File: config.mk
export PLATFORM = sky130hd
export DESIGN_NAME = arbitro_alu
export DESIGN_NICKNAME = d
export VERILOG_FILES = /design/src/rtl/arbitro_alu.sv
export SDC_FILE = /design/constraint.sdc
export NUM_CORES = 1
export LEC_CHECK = 0
export CAP_MARGIN = 10
export CORE_AREA = 2 2 124 126
export DETAILED_ROUTE_END_ITERATION = 16
export DIE_AREA = 0 0 126 128
export GPL_ROUTABILITY_DRIVEN = 0
export GPL_TIMING_DRIVEN = 0
export PLACE_DENSITY = 0.75
export SLEW_MARGIN = 40
export SYNTH_ARGS = -nofsm -noshare
export SYNTH_HDL_FRONTEND = slang
export SYNTH_SLANG_ARGS = --single-unit
File: constraint.sdc
create_clock -name clk -period 4 [get_ports clk]
set_input_delay 0.6 -clock clk [delete_from_list [all_inputs] [get_ports clk]]
set_output_delay 0.6 -clock clk [all_outputs]
set_load 0.005 [all_outputs]
File: src/rtl/arbitro_alu.sv
// Round-robin arbiter that shares one external combinational ALU between two
// requesters, latching operands, executing for one cycle and returning the result.
module arbitro_alu #(
  parameter int ANCHO = 32
) (
  input  logic             clk,
  input  logic             rst,
  input  logic             req0_valid,
  output logic             req0_ready,
  input  logic [ANCHO-1:0] req0_a,
  input  logic [ANCHO-1:0] req0_b,
  input  logic [3:0]       req0_op,
  input  logic             req0_s,
  input  logic             req1_valid,
  output logic             req1_ready,
  input  logic [ANCHO-1:0] req1_a,
  input  logic [ANCHO-1:0] req1_b,
  input  logic [3:0]       req1_op,
  input  logic             req1_s,
  output logic             resp0_valid,
  input  logic             resp0_ready,
  output logic [ANCHO-1:0] resp0_resultado,
  output logic             resp1_valid,
  input  logic             resp1_ready,
  output logic [ANCHO-1:0] resp1_resultado,
  output logic [ANCHO-1:0] alu_a,
  output logic [ANCHO-1:0] alu_b,
  output logic [3:0]       alu_control,
  input  logic [ANCHO-1:0] alu_resultado,
  input  logic             alu_n,
  input  logic             alu_z,
  input  logic             alu_v,
  input  logic             alu_c,
  output logic [3:0]       flags,
  output logic             ocupado
);

  typedef enum logic [1:0] {LIBRE, EJECUTAR, RESPONDER} estado_t;

  estado_t          estado;
  logic             ultimo;
  logic             ganador;
  logic             hayPeticion;
  logic             idReg;
  logic             sReg;
  logic [ANCHO-1:0] aReg;
  logic [ANCHO-1:0] bReg;
  logic [ANCHO-1:0] resReg;
  logic [3:0]       opReg;
  logic [3:0]       flagsReg;

  // With both requesting, the one not granted last wins; otherwise the lone requester.
  always_comb begin
    hayPeticion = req0_valid | req1_valid;
    ganador     = (req0_valid && req1_valid) ? ~ultimo : req1_valid;
  end

  assign req0_ready = ~rst && (estado == LIBRE) && hayPeticion && !ganador;
  assign req1_ready = ~rst && (estado == LIBRE) && hayPeticion && ganador;

  always_ff @(posedge clk or posedge rst) begin
    if (rst) begin
      estado   <= LIBRE;
      ultimo   <= 1'b1;
      idReg    <= 1'b0;
      sReg     <= 1'b0;
      aReg     <= '0;
      bReg     <= '0;
      opReg    <= '0;
      resReg   <= '0;
      flagsReg <= '0;
    end else begin
      case (estado)
        LIBRE: begin
          if (hayPeticion) begin
            aReg   <= ganador ? req1_a  : req0_a;
            bReg   <= ganador ? req1_b  : req0_b;
            opReg  <= ganador ? req1_op : req0_op;
            sReg   <= ganador ? req1_s  : req0_s;
            idReg  <= ganador;
            ultimo <= ganador;
            estado <= EJECUTAR;
          end
        end
        EJECUTAR: begin
          resReg <= alu_resultado;
          if (sReg) flagsReg <= {alu_n, alu_z, alu_c, alu_v};
          estado <= RESPONDER;
        end
        RESPONDER: begin
          if ((!idReg && resp0_ready) || (idReg && resp1_ready)) estado <= LIBRE;
        end
        default: estado <= LIBRE;
      endcase
    end
  end

  assign alu_a           = aReg;
  assign alu_b           = bReg;
  assign alu_control     = opReg;
  assign resp0_valid     = (estado == RESPONDER) && !idReg;
  assign resp1_valid     = (estado == RESPONDER) && idReg;
  assign resp0_resultado = resReg;
  assign resp1_resultado = resReg;
  assign flags           = flagsReg;
  assign ocupado         = (estado != LIBRE);

endmodule

==> Word-level counts from Yosys, hierarchy flattened <==
Index checks and enable logic that the tools add are counted.
{ "word_totals": {"regBits": 109, "wordCells": 41} }
{ "classes": {"bitwise": 3, "reduce_logical": 17, "eq_ne": 4, "mux": 8} }
{ "ops": {"columns": ["operator", "n"], "rows": [
  ["$mux 32", 2],
  ["$logic_and 1x1->1", 9],
  ["$pmux 2 s3", 1],
  ["$reduce_and 2->1", 3],
  ["$mux 2", 2],
  ["$mux 4", 1],
  ["$ne 2x2->1 const B", 2],
  ["$eq 2x1->1 const B", 1],
  ["$eq 2x2->1 const B", 1],
  ["$logic_not 1->1", 2],
  ["$logic_not 2->1", 1],
  ["$mux 1", 2],
  ["$not 1->1", 2],
  ["$reduce_bool 2->1", 1],
  ["$logic_or 1x1->1", 1],
  ["$or 1x1->1", 1]
]} }

==> Longest topological paths before layout <==
{ "logic_depth": {"ltp_word": 5, "depth_mapped": 7, "depth_no_buf": 4} }

==> Worst setup path after synthesis <==
Ideal clock, no wire load.
{ "synth_path": {"path_type": "input port to output port", "start": "in req1_valid", "end": "out req0_ready", "path_stages": 5, "n_path_buf": 2, "t_required_ps": 3400, "arrival_ps": 1315, "setup_slack_ps": 2085, "cell_sequence": "or2_4 -> buf_6 -> nand2_4 -> buf_2 -> nor3_1"} }
{ "synth_between": {"elab_chain_len": 4, "word_cells_on_any_way": 6} }
{ "synth_rtl": {"columns": ["element", "line_no", "text"], "rows": [
  ["start: declaration", "14", "input logic req1_valid,"],
  ["$logic_and 1x1->1", "55", "ganador = (req0_valid && req1_valid) ? ~ultimo : req1_valid;"],
  ["$mux 1", "55", null],
  ["$logic_not 1->1", "58", "assign req0_ready = ~rst && (estado == LIBRE) && hayPeticion && !ganador;"],
  ["$logic_and 1x1->1 *", "58", null],
  ["end: declaration", "9", "output logic req0_ready,"]
]} }
Mark *: on every way between the ends. The rest lies on a longest branch, timed or not.

==> Worst setup path in the final report <==
Ends and elaborated chain as after synthesis.

==> results_dict.tcl <==
set metrics [dict create \
    synth_top_family_by_area "compound AO/OA/AOI/OAI gates" \
    r2r_setup_slack_ns 2.26 \
    min_period_over_period_pct 79.5 \
    antenna_found_initial 0 \
    ys_ff_latch 109 \
    hold_class "reg2reg" \
    total_leakage_power_nw 3.71 \
    cp_num_buf_inv 4 \
    pin_count 321 \
    p_sw_mw 2.09 \
    dp_cells 992 \
    instances_no_fill 1008 \
    rsz0062_at_grt "false" \
    maxCapViolations 0 \
    synth_mux_area_share_pct 8.29 \
    cts.repair.resized 0 \
    diodes 0 \
    fill_cells 1335 \
    min_from "flags[1]$_DFFE_PP0P_" \
    drc 0 \
    cp.required_ns 3.40 \
    grt_usage_pct 22.0 \
    yosysSeqAreaShare_pct 54.3 \
    avgRoutedWirePerCell_um 17.9 \
    cts_setup_buffers 0 \
    fp.dieH_um 128 \
    path_cells "clkdlybuf4s50_1 > a21boi_2 > buf_2 > buf_2 > nor3_1 > clkdlybuf4s50_1" \
    synthToLayoutAreaGrowth_pct 75.1 \
    path_class "in2out" \
    fp-row-count 45 \
    finalCriticalPeriod_ns 3.18 \
    r2r_cells 5 \
    power.density_nw_per_um2 736 \
    slew_headroom_pct 66.7 \
    worstPathArrival_ns 2.58 \
    start_util_pct 33.8 \
    synth_nets 663 \
    clkPwrFrac_pct 14.2 \
    grt-ovfl-total 0 \
    skew_ns 0.00992 \
    regArea_sq_um 2730 \
    holdPathStages 1 \
    drt-pass1-iter-count 4 \
    grt_pass1_vias 5007 \
    vias 4929 \
    synth_area_sq_um 5030 \
    layout-drive-gt1-share_pct 15.6 \
    port_buffers 320 \
    clkLatencyLatePin_ns 0.35 \
    first_iter_violations 210 \
    hold_buffers 0 \
    finalHoldViolCount 0 \
    htree_levels 3 \
    vdd_ir_drop_max_uv 279 \
    netlist_instances 483 \
    synth_simple_gate_area_share_pct 11.5 \
    cp-startpoint "req1_valid" \
    clkTransAtPathRegs_ns 0.07 \
    crit_path_start_kind "primary input" \
    whs_endpoint "flags[1]$_DFFE_PP0P_" \
    r2r-start "ultimo$_DFFE_PP1P_" \
    synthAdderAreaFrac_pct 0 \
    clock-sinks 109 \
    die-area_sq_um 16100 \
    wirelength_um 18000 \
    syn_avg_cell_area_sq_um 10.4 \
    fin_util_pct 59.2 \
    cpLargestDelayFamily "buffers and inverters" \
    yosysWarnings 0 \
    core_area_sq_um 14900 \
    synth-xor-area-share_pct 0 \
    dpl.hpwl_um 13900 \
    swShare_pct 32.3 \
    pwr-share-comb_pct 54.3 \
    intPower_mw 4.39 \
    worstSetupEndpointType "output port" \
    fmax_mhz 314 \
    multiInputGateArea_sq_um 1800 \
    grt_pass1_wl_um 27400 \
    numCtsBuffers 9 \
    crit_cells 6 \
    grt_max_degree 68 \
    status "complete, no violations" \
    maxSlewViolCount 0 \
    p_seq_share_pct 31.5 \
    synth_compound_area_share_pct 16.0 \
    critPathMaxStageDelay_ns 0.50 \
    cts_root_buf "clkbuf_16" \
    worstMarginPinSlew_ns 0.499 \
    fin_nets 995 \
    clock_path_buffers 2 \
    vias_per_cell 4.89 \
    critPathMaxFanout 10 \
    rr_endpoint "alu_b[13]$_DFFE_PP0P_" \
    tns_ns 0 \
    final-setup-viol-count 0 \
    ant_nets 0 \
    crit_slowest_cell "clkdlybuf4s50_1" \
    cts_tree "done" \
    synth_cell_types 30 \
    die_w_um 126 \
]
-- synth_stat cells, drive strengths merged --
library cell / n / area share (%)
nor3: 2 / 0.20
or2: 1 / 0.17
a31oi: 54 / 6.7
dfstp: 1 / 0.52
nand2: 109 / 8.3
a221o: 15 / 3.1
and3: 16 / 2.1
a21oi: 54 / 5.4
a21bo: 1 / 0.20
o21ai: 1 / 0.099
a21boi: 1 / 0.22
buf: 60 / 8.7
mux2: 37 / 8.3
nand3b: 1 / 0.15
dfrtp: 108 / 54
nor2: 3 / 0.37
clkbuf: 11 / 0.85
inv: 4 / 0.30
o22ai: 1 / 0.12
a22o: 1 / 0.17
nand2b: 2 / 0.25
-- final cells by class --
class | instances | share of cell area, %
Timing Repair Buffer | 321 | 36.7
Sequential cell | 109 | 31.0
Multi-Input combinational cell | 299 | 20.5
Buffer | 71 | 5.47
Clock buffer | 11 | 2.76
Tap cell | 188 | 2.67
Clock inverter | 5 | 0.668
Inverter | 4 | 0.256
-- state kept, by name, indices dropped and copies added, names as in the netlist --
| name | cells |
|---|---|
| alu_a | 32 |
| alu_b | 32 |
| flags | 4 |
| ultimo | 1 |
| resp0_resultado | 32 |
| idReg | 1 |
| sReg | 1 |
| estado | 2 |
| alu_control | 4 |
-- placed cells by master (no fill, tap or decap), types with 7 or more instances in the layout --
cell type / instances
buf_4: 34
clkbuf_16: 9
clkbuf_1: 11
buf_6: 7
mux2_2: 37
a31oi_1: 54
clkdlybuf4s50_1: 320
and3_1: 15
a21oi_1: 54
buf_2: 18
a221o_1: 10
dfrtp_1: 108
nand2_1: 108
-- how the worst max path moves through the flow --
stage,end,slack (ns)
after floorplan,alu_a[0]$_DFFE_PP0P_,0.53
after global placement,alu_a[14]$_DFFE_PP0P_,-1.32
after detailed placement,req0_ready,0.79
after CTS,req0_ready,0.79
after global routing,req0_ready,0.63
final,req0_ready,0.82
-- routing by layer --
metal / GRT usage, % / vias to the layer above / share of wire (%)
li1: - / 2342 / -
met1: 25.3 / 2302 / 39
met2: 38.4 / 249 / 50
met3: 7.01 / 36 / 8.5
met4: 8.14 / 0 / 2.7
met5: 0 / - / 0
-- cells by family after synthesis --
logic type | after synthesis
and+or+nand+nor | 134
buffers and inverters | 75
AOI/OAI and AO/OA | 128
muxes | 37
DFF | 109
-- through the flow --
stage | power [mW] | cell area [sq um] | worst slack (ns) | hold slack, ns
2_1_floorplan | 3.52 | 5030 | 0.528 | 0.483
3_3_place_gp | 5.54 | 8470 | -1.32 | 0.488
3_5_place_dp | 5.61 | 8500 | 0.795 | 0.495
4_1_cts | 6.55 | 8800 | 0.789 | 0.515
5_1_grt | 6.89 | 8800 | 0.635 | 0.531
6_report | 6.48 | 8800 | 0.819 | 0.515
-- power by group through the flow --
stage	registers [mW]	clock network, mW	logic, mW
final	2.04	0.923	3.52
after global routing	2.11	0.993	3.79
after CTS	2.04	0.939	3.56
after detailed placement	2.06	0	3.55
after global placement	2.03	0	3.52
after floorplan	2.05	0	1.47
No activity file was read; power rests on OpenSTA's default activity.
